===== config.mk =====
export PLATFORM = sky130hd
export DESIGN_NAME = conv_mac_array_seq
export DESIGN_NICKNAME = d
export VERILOG_FILES = /design/src/rtl/conv_mac_array_seq.sv
export SDC_FILE = /design/constraint.sdc
export NUM_CORES = 1
export LEC_CHECK = 0
export CORE_MARGIN = 1.5
export CORE_UTILIZATION = 45
export DETAILED_ROUTE_END_ITERATION = 10
export GPL_TIMING_DRIVEN = 1
export MAX_ROUTING_LAYER = met4
export SETUP_SLACK_MARGIN = 0.1
export SLEW_MARGIN = 20
export SYNTH_ARGS = -nofsm -noshare
export SYNTH_HDL_FRONTEND = slang
export SYNTH_SLANG_ARGS = --single-unit

===== constraint.sdc =====
create_clock -name clk -period 7.7 [get_ports clk]
set_input_delay 0.77 -clock clk [delete_from_list [all_inputs] [get_ports clk]]
set_output_delay 0.77 -clock clk [all_outputs]
set_load 0.01 [all_outputs]

===== src/rtl/conv_mac_array_seq.sv =====
// Self-sequenced conv MAC: loads TAPS weights, then streams NUM_OUT*TAPS features
// into per-output saturating accumulators and presents the clamped map on a valid/ready port.

module conv_mac_lane #(
    parameter int ACC_W  = 16,
    parameter int OUT_W  = 8,
    parameter int PROD_W = 16
) (
    input  logic              clk,
    input  logic              rst,
    input  logic              clr,
    input  logic              en,
    input  logic [PROD_W-1:0] prod,
    output logic [OUT_W-1:0]  res
);
    logic [ACC_W-1:0] acc;
    logic [ACC_W:0]   sum;

    // One spare bit catches the carry so the sum sticks at all-ones instead of wrapping.
    assign sum = {1'b0, acc} + (ACC_W+1)'(prod);

    always_ff @(posedge clk or negedge rst) begin
        if (!rst)     acc <= '0;
        else if (clr) acc <= '0;
        else if (en)  acc <= sum[ACC_W] ? '1 : sum[ACC_W-1:0];
    end

    generate
        if (OUT_W < ACC_W) begin : g_clamp
            assign res = (|acc[ACC_W-1:OUT_W]) ? '1 : acc[OUT_W-1:0];
        end else begin : g_pass
            assign res = acc[OUT_W-1:0];
        end
    endgenerate
endmodule

module conv_mac_array_seq #(
    parameter int DATA_W  = 8,
    parameter int TAPS    = 4,
    parameter int NUM_OUT = 4,
    parameter int ACC_W   = 16,
    parameter int OUT_W   = 8
) (
    input  logic                     clk,
    input  logic                     rst,
    input  logic                     start,
    input  logic                     keep_w,
    input  logic                     in_valid,
    output logic                     in_ready,
    input  logic [DATA_W-1:0]        in_data,
    output logic                     out_valid,
    input  logic                     out_ready,
    output logic [NUM_OUT*OUT_W-1:0] out_data,
    output logic                     busy
);
    localparam int TAP_W  = (TAPS > 1) ? $clog2(TAPS) : 1;
    localparam int OIDX_W = (NUM_OUT > 1) ? $clog2(NUM_OUT) : 1;
    localparam int PROD_W = 2 * DATA_W;

    typedef enum logic [1:0] {IDLE, LOAD_W, LOAD_F, DONE} state_t;

    state_t                         state;
    logic [TAPS-1:0][DATA_W-1:0]    weight;
    logic [TAP_W-1:0]               tap;
    logic [OIDX_W-1:0]              out_idx;
    logic                           beat, last_tap, last_out, clr;
    logic [PROD_W-1:0]              prod;
    logic [NUM_OUT-1:0][OUT_W-1:0]  res;

    assign beat     = in_valid & in_ready;
    assign last_tap = (tap == TAP_W'(TAPS - 1));
    assign last_out = (out_idx == OIDX_W'(NUM_OUT - 1));
    assign clr      = (state == IDLE) & start;
    assign prod     = PROD_W'(in_data) * PROD_W'(weight[tap]);
    assign out_data = res;

    // Feature order is output-major, so only the lane addressed by out_idx accumulates.
    generate
        for (genvar k = 0; k < NUM_OUT; k++) begin : g_lane
            conv_mac_lane #(.ACC_W(ACC_W), .OUT_W(OUT_W), .PROD_W(PROD_W)) u_lane (
                .clk  (clk),
                .rst  (rst),
                .clr  (clr),
                .en   ((state == LOAD_F) & beat & (out_idx == OIDX_W'(k))),
                .prod (prod),
                .res  (res[k])
            );
        end
    endgenerate

    always_ff @(posedge clk or negedge rst) begin
        if (!rst) begin
            state     <= IDLE;
            tap       <= '0;
            out_idx   <= '0;
            weight    <= '0;
            in_ready  <= 1'b0;
            out_valid <= 1'b0;
            busy      <= 1'b0;
        end else begin
            case (state)
                IDLE: if (start) begin
                    tap      <= '0;
                    out_idx  <= '0;
                    in_ready <= 1'b1;
                    busy     <= 1'b1;
                    state    <= keep_w ? LOAD_F : LOAD_W;
                end
                LOAD_W: if (beat) begin
                    weight[tap] <= in_data;
                    if (last_tap) begin
                        tap   <= '0;
                        state <= LOAD_F;
                    end else begin
                        tap <= tap + TAP_W'(1);
                    end
                end
                LOAD_F: if (beat) begin
                    if (last_tap) begin
                        tap <= '0;
                        if (last_out) begin
                            in_ready  <= 1'b0;
                            out_valid <= 1'b1;
                            state     <= DONE;
                        end else begin
                            out_idx <= out_idx + OIDX_W'(1);
                        end
                    end else begin
                        tap <= tap + TAP_W'(1);
                    end
                end
                DONE: if (out_ready) begin
                    out_valid <= 1'b0;
                    busy      <= 1'b0;
                    state     <= IDLE;
                end
                default: state <= IDLE;
            endcase
        end
    end
endmodule


==> results.txt <==
Net Count, Synth: 1268
number of enable flip-flop cells after synthesis: 0
Root Driver: clkbuf_16
min cycle time layout: 6.92 ns
post-synthesis sequential area ratio: 0.265
Mapped Cells: 1102
Setup crit start kind: flip-flop
critical path type: flip-flop to flip-flop
Final Hold Viols: 0
slack of the critical path: 0.776 ns
Netlist cell types: 72
pins over their slew limit: 0
DR vias/cell: 5.66
Die Ht: 151 um
Post-DRT Antenna Nets: 0
post-cts resize count: 0
CP Data Required Time: 8.00 ns
CP max stage delay: 0.64 ns
post-synthesis cell type with the largest combined area: dfrtp_1
GPL Wtd Cong: 0.919
Tot Pwr: 1080 uW
Core ar.: 0.0218 mm2
hold slack: 0.453 ns
Clk Latency, worst-skew pair: 0.36 ns
fin nets: 1312
Setup crit end kind: flip-flop
total wire length: 24500 um
Iter 0 DRT Violations: 474
worst path cell trace: mux4_2 > and2_1 > fa_1 > fa_1 > inv_1 > fa_1 > inv_1 > fa_1 > ha_1 > a21oi_1 > o21bai_1 > a21oi_1 > o21ai_0 > xor2_1 > ha_1 > and4_1 > nand4_1 > a31o_2 > a21oi_4 > o21bai_1 > a32o_1
syn avg cell area: 9.00 um2
Starting Density: 0.456
RSZ-0062 raised after global routing: false
number of fill cells in the layout: 2099
Routed WL per cell: 17.1 um
Slew @ Worst Pin: 0.741 ns
Top Ports: 49
worst vdd ir: 0.0904 mV
Power Density: 98.1 mW/mm2
total die area: 0.0229 mm2
drt pass-1 iters: 5
CTS max path bufs: 2
first-pass GRT wire length: 40100 um
detailed-route via count: 8106
FFs w/ async S/R, synth: 1.00
#FFs+latches synth: 105
# diodes: 0
post-CTS setup buffer count: 0
commonest cells after routing, fill and taps aside: nand2_1 (112), ha_1 (112), dfrtp_1 (104)
Post-Syn Area: 0.00992 mm2
clock-pin slew on the worst setup and hold paths: 0.08 ns
max-cap violations: 0
share of Yosys cell area claimed by the top area cell type: 0.265
Leakage: 0.00571 uW
pre-CTS setup slack: 0.471 ns
Tcrit/Tclk final: 0.899
clock sink total: 105
Crit Path Max Fanout: 15
post-route cell area: 0.0110 mm2
final setup fails: 0
YS warnings: 0
Remaining Overflow, GRT: 0
Worst Skew: 0.0101 ns
synth top area cells: dfrtp_1 (26%), ha_1 (14%), fa_1 (8.1%)
Num CTS Buffers: 9
outcome: complete, no violations
Max Fclk: 144 MHz
CP top delay family: adder cells
Area Growth Syn to Fin: 11.3%
number of port buffers: 48
Placed Area: 0.0107 mm2
CTS tree: yes
drt drc: 0
Buf/Inv on CP: 2
crit-path most repeated cell: fa_1
vias in the first global route: 7756
Post-DP HPWL: 18000 um
CP Data Arrival Time: 7.22 ns
initial antenna violation count: 0
type of the worst min-delay path: input port to async pin
Die X: 151 um
Slew Limit Headroom: 0.506
layout cells sized above 1: 0.106
top_reg_cell synth: dfrtp_1
Slowest cell on crit path: mux4_2
row cnt: 54
largest net degree at the start of global routing: 54
H-tree depth: 3
Hold Buf Count CTS: 0
setup_tns: 0 ns
Total GRT Usage: 0.231
## worst reg2reg max path: cells and delay by family (launching register included)
kind / cells / cell delay [ns]
compound gates: 8 / 1.91
fa+ha+maj: 6 / 2.52
xor+xnor: 1 / 0.51
simple gates: 3 / 0.58
flops: 1 / 0.61
buf+inv: 2 / 0.10
mux: 1 / 0.65
## Yosys cell counts (all sizes together), types with 12 or more instances
cell type / n
dfrtp: 105
fa: 40
or2: 34
mux2: 33
nor2: 98
nand2: 112
a21oi: 54
xnor2: 33
a21o: 34
clkbuf: 21
xor2: 17
a211oi: 12
nand3: 14
and2: 56
inv: 67
ha: 112
o21ai: 94
## logic make-up after synthesis
group | after synthesis | share of synthesized area
XOR/XNOR | 50 | 0.0441
flip-flops | 105 | 0.265
AO/OA/AOI/OAI | 284 | 0.191
AND/OR/NAND/NOR | 370 | 0.180
multiplexers | 45 | 0.0597
buffers and inverters | 96 | 0.0388
adder cells (fa/ha/maj) | 152 | 0.222
## cell type report
class                      instances  area [um2]  area share
sequential                       105        2630       0.238
multi-input combinational        901        6910       0.626
clock inverter                     5        62.6     0.00567
clock buffer                      11         253      0.0229
timing repair buffer              62         583      0.0528
tap                              280         350      0.0317
inverter                          67         251      0.0228
## state kept, by name, summed over array words and instances, names as in the netlist
| register | flops |
|---|---|
| busy | 1 |
| g_lane.u_lane.acc | 64 |
| in_ready | 1 |
| out_idx | 2 |
| out_valid | 1 |
| state | 2 |
| tap | 2 |
| weight | 32 |
## worst paths after layout
check                           startpoint                  endpoint  slack, ns  cells after the start
worst min-delay path                   rst   g_lane[2].u_lane.acc[4]       0.45                      1
min in group clk                weight[23]                weight[23]       0.51                      1
worst min register to register  weight[23]                weight[23]       0.51                      1
worst max-delay path                tap[0]  g_lane[1].u_lane.acc[14]       0.78                     21
worst max register to register      tap[0]  g_lane[1].u_lane.acc[14]       0.78                     21
max in group asynchronous              rst                    tap[0]       5.99                      2
## metal layers
metal | wire, um | share of wire | GRT usage | up-vias
met5 | 0 | 0 | - | -
met4 | 248 | 0.010 | 0.0490 | 0
met3 | 968 | 0.040 | 0.0347 | 18
met2 | 11200 | 0.46 | 0.353 | 140
met1 | 12100 | 0.49 | 0.326 | 3957
li1 | - | - | - | 3991
## stage by stage
step / std cells / utilization
floorplan: 1102 / -
global placement: 1415 / 0.493
detailed placement: 1415 / 0.493
CTS: 1431 / 0.507
global route: 1431 / 0.507
finish: 1431 / 0.507
## power by group
group / switching (uW) / internal (uW) / total, uW
Combinational: 19.9 / 7.01 / 26.9
Clock: 232 / 273 / 505
Sequential: 0 / 551 / 551
Total: 252 / 831 / 1080
(Power assumes the default switching activity.)
==> variant, RTL diff (same settings) <==
`OUT_W` is set to 8 in 2 places; all go to 10.
--- a/src/rtl/conv_mac_array_seq.sv
+++ b/src/rtl/conv_mac_array_seq.sv
@@ -4,5 +4,5 @@
 module conv_mac_lane #(
     parameter int ACC_W  = 16,
-    parameter int OUT_W  = 8,
+    parameter int OUT_W  = 10,
     parameter int PROD_W = 16
 ) (
@@ -40,5 +40,5 @@
     parameter int NUM_OUT = 4,
     parameter int ACC_W   = 16,
-    parameter int OUT_W   = 8
+    parameter int OUT_W   = 10
 ) (
     input  logic                     clk,
Ports: changed (resized out_data); port bits go from 49 to 57. The function was not compared with the original's and may differ.
==> variant against the unedited design <==
Worst setup slack lost 0.29 ns. Synthesized area fell by 0.19%. Critical path type unchanged. Sequential share of layout area decreased by 0.18 points. Design area grew 0.84%. Cell count shrank 0.42%. Largest power group unchanged. Power shrank 2.5%. Sequential cell count is the same. Wire length fell by 1.2%.
==> variant: results (changes against the unedited design) <==
| Metric | Value |
|---|---|
| Fill cells | `2046 (-2.5%)` |
| WL final | `24200 um (-1.2%)` |
| Worst slack, placed | `0.236 ns (-0.235 ns)` |
| Post-Syn Area per Cell | `9.13 um^2 (+1.5%)` |
| Leakage dissipation | `5.83 nW (+2.2%)` |
| Top cells by count, synth | `ha_1, dfrtp_1, nand2_1` |
| Placer Congestion | `0.893 (-2.9%)` |
| Synth cell types | `66 (-8.3%)` |
| Worst setup path end | `g_lane[0].u_lane.acc[14]` |
| WL met1 | `12200 um (+0.94%)` |
| 1st-iter DRT viols | `501 (+5.7%)` |
| FF-to-FF setup slack | `0.48 ns (-0.29 ns)` |
| Tmin final | `7.22 ns (+0.291 ns)` |
| Outcome | `finished, final reports clean` |
| Layout cells sized above 1 | `0.113 (+0.00667)` |
| DR vias | `8076 (-0.37%)` |
| Clock net power | `478 uW (-5.3%)` |
| Post-DP Area | `0.0108 mm^2 (+1.1%)` |
| CP max stage delay | `around 0.63 ns` |
| Post-DP HPWL | `17700 um (-1.7%)` |
| Vias in the first global route | `7937 (+2.3%)` |
| Met3 wire len | `681 um (-30%)` |
| # port buffers | `56 (+17%)` |
| Gr usage total | `0.235 (+0.00362)` |
| Hold_ws | `0.438 ns (-0.0145 ns)` |
| CP max FO | `16 (+1)` |
| Top cells by area, synth | `dfrtp_1, ha_1, fa_1, mux2_2, o21ai_0` |
| Largest net degree at the start of global routing | `56 (+3.7%)` |
| P_comb | `27.5 uW (+2%)` |
| Max VDD drop | `92.4 uV (+2.2%)` |
| First-pass GRT wire length | `40800 um (+1.8%)` |
| Clk_skew | `0.0172 ns (+0.00707 ns)` |
| Pint | `810 uW (-2.5%)` |
| Worst-margin pin slew | `0.759 ns (+0.0184 ns)` |
| Syn_nets | `1250 (-1.4%)` |
==> variant: cell count changes after synthesis, moves of 9 or more <==
| cell | before | now |
|---|---|---|
| nor2_1 | 98 | 78 |
| xor2_1 | 17 | 27 |
| o21ai_0 | 59 | 72 |
| xnor2_1 | 33 | 23 |
| nand2_1 | 112 | 96 |
| o21ai_1 | 35 | 3 |
| a21oi_1 | 52 | 71 |
| or2_2 | 34 | 43 |
==> variant: cell type report <==
class / instances / area (um^2) / area share
flip-flops and latches: 105 / 2630 / 0.236
inverters: 64 / 240 / 0.0216
clock inverters: 5 / 56.3 / 0.00506
clock buffers: 10 / 229 / 0.0206
multi-input cells: 886 / 6920 / 0.622
repair buffers: 75 / 701 / 0.0630
well taps: 280 / 350 / 0.0315
==> variant: cells by family (layout without fill, tap and decap cells) <==
group	after synthesis	count (layout)	share of synthesized area
flops	105	105	0.265
buf+inv	93	154	0.0355
mux	47	47	0.0618
simple gates	346	346	0.175
fa+ha+maj	152	152	0.222
xor+xnor	50	50	0.0442
compound gates	291	291	0.196
==> variant: worst max-delay path: cells and delay by family, from the launching register on <==
family                   cells  cell delay [ns]
flip-flops                   1             0.57
multiplexers                 1             0.63
AO/OA/AOI/OAI                8             2.09
AND/OR/NAND/NOR              4             1.11
buffers and inverters        2             0.10
adder cells (fa/ha/maj)      6             2.59
==> variant: what timing repair did <==
| item | 4_1_cts | 5_1_grt |
|---|---|---|
| endpoints found under the setup margin | 0 | 47 |
| endpoints found under the hold margin | 0 | 0 |
| gates resized for setup | 0 | 2 |
==> variant: routing by layer <==
layer	GRT usage	vias to the layer above
li1	-	3981
met1	0.331	3920
met2	0.365	151
met3	0.0274	24
met4	0.0481	0
met5	-	-
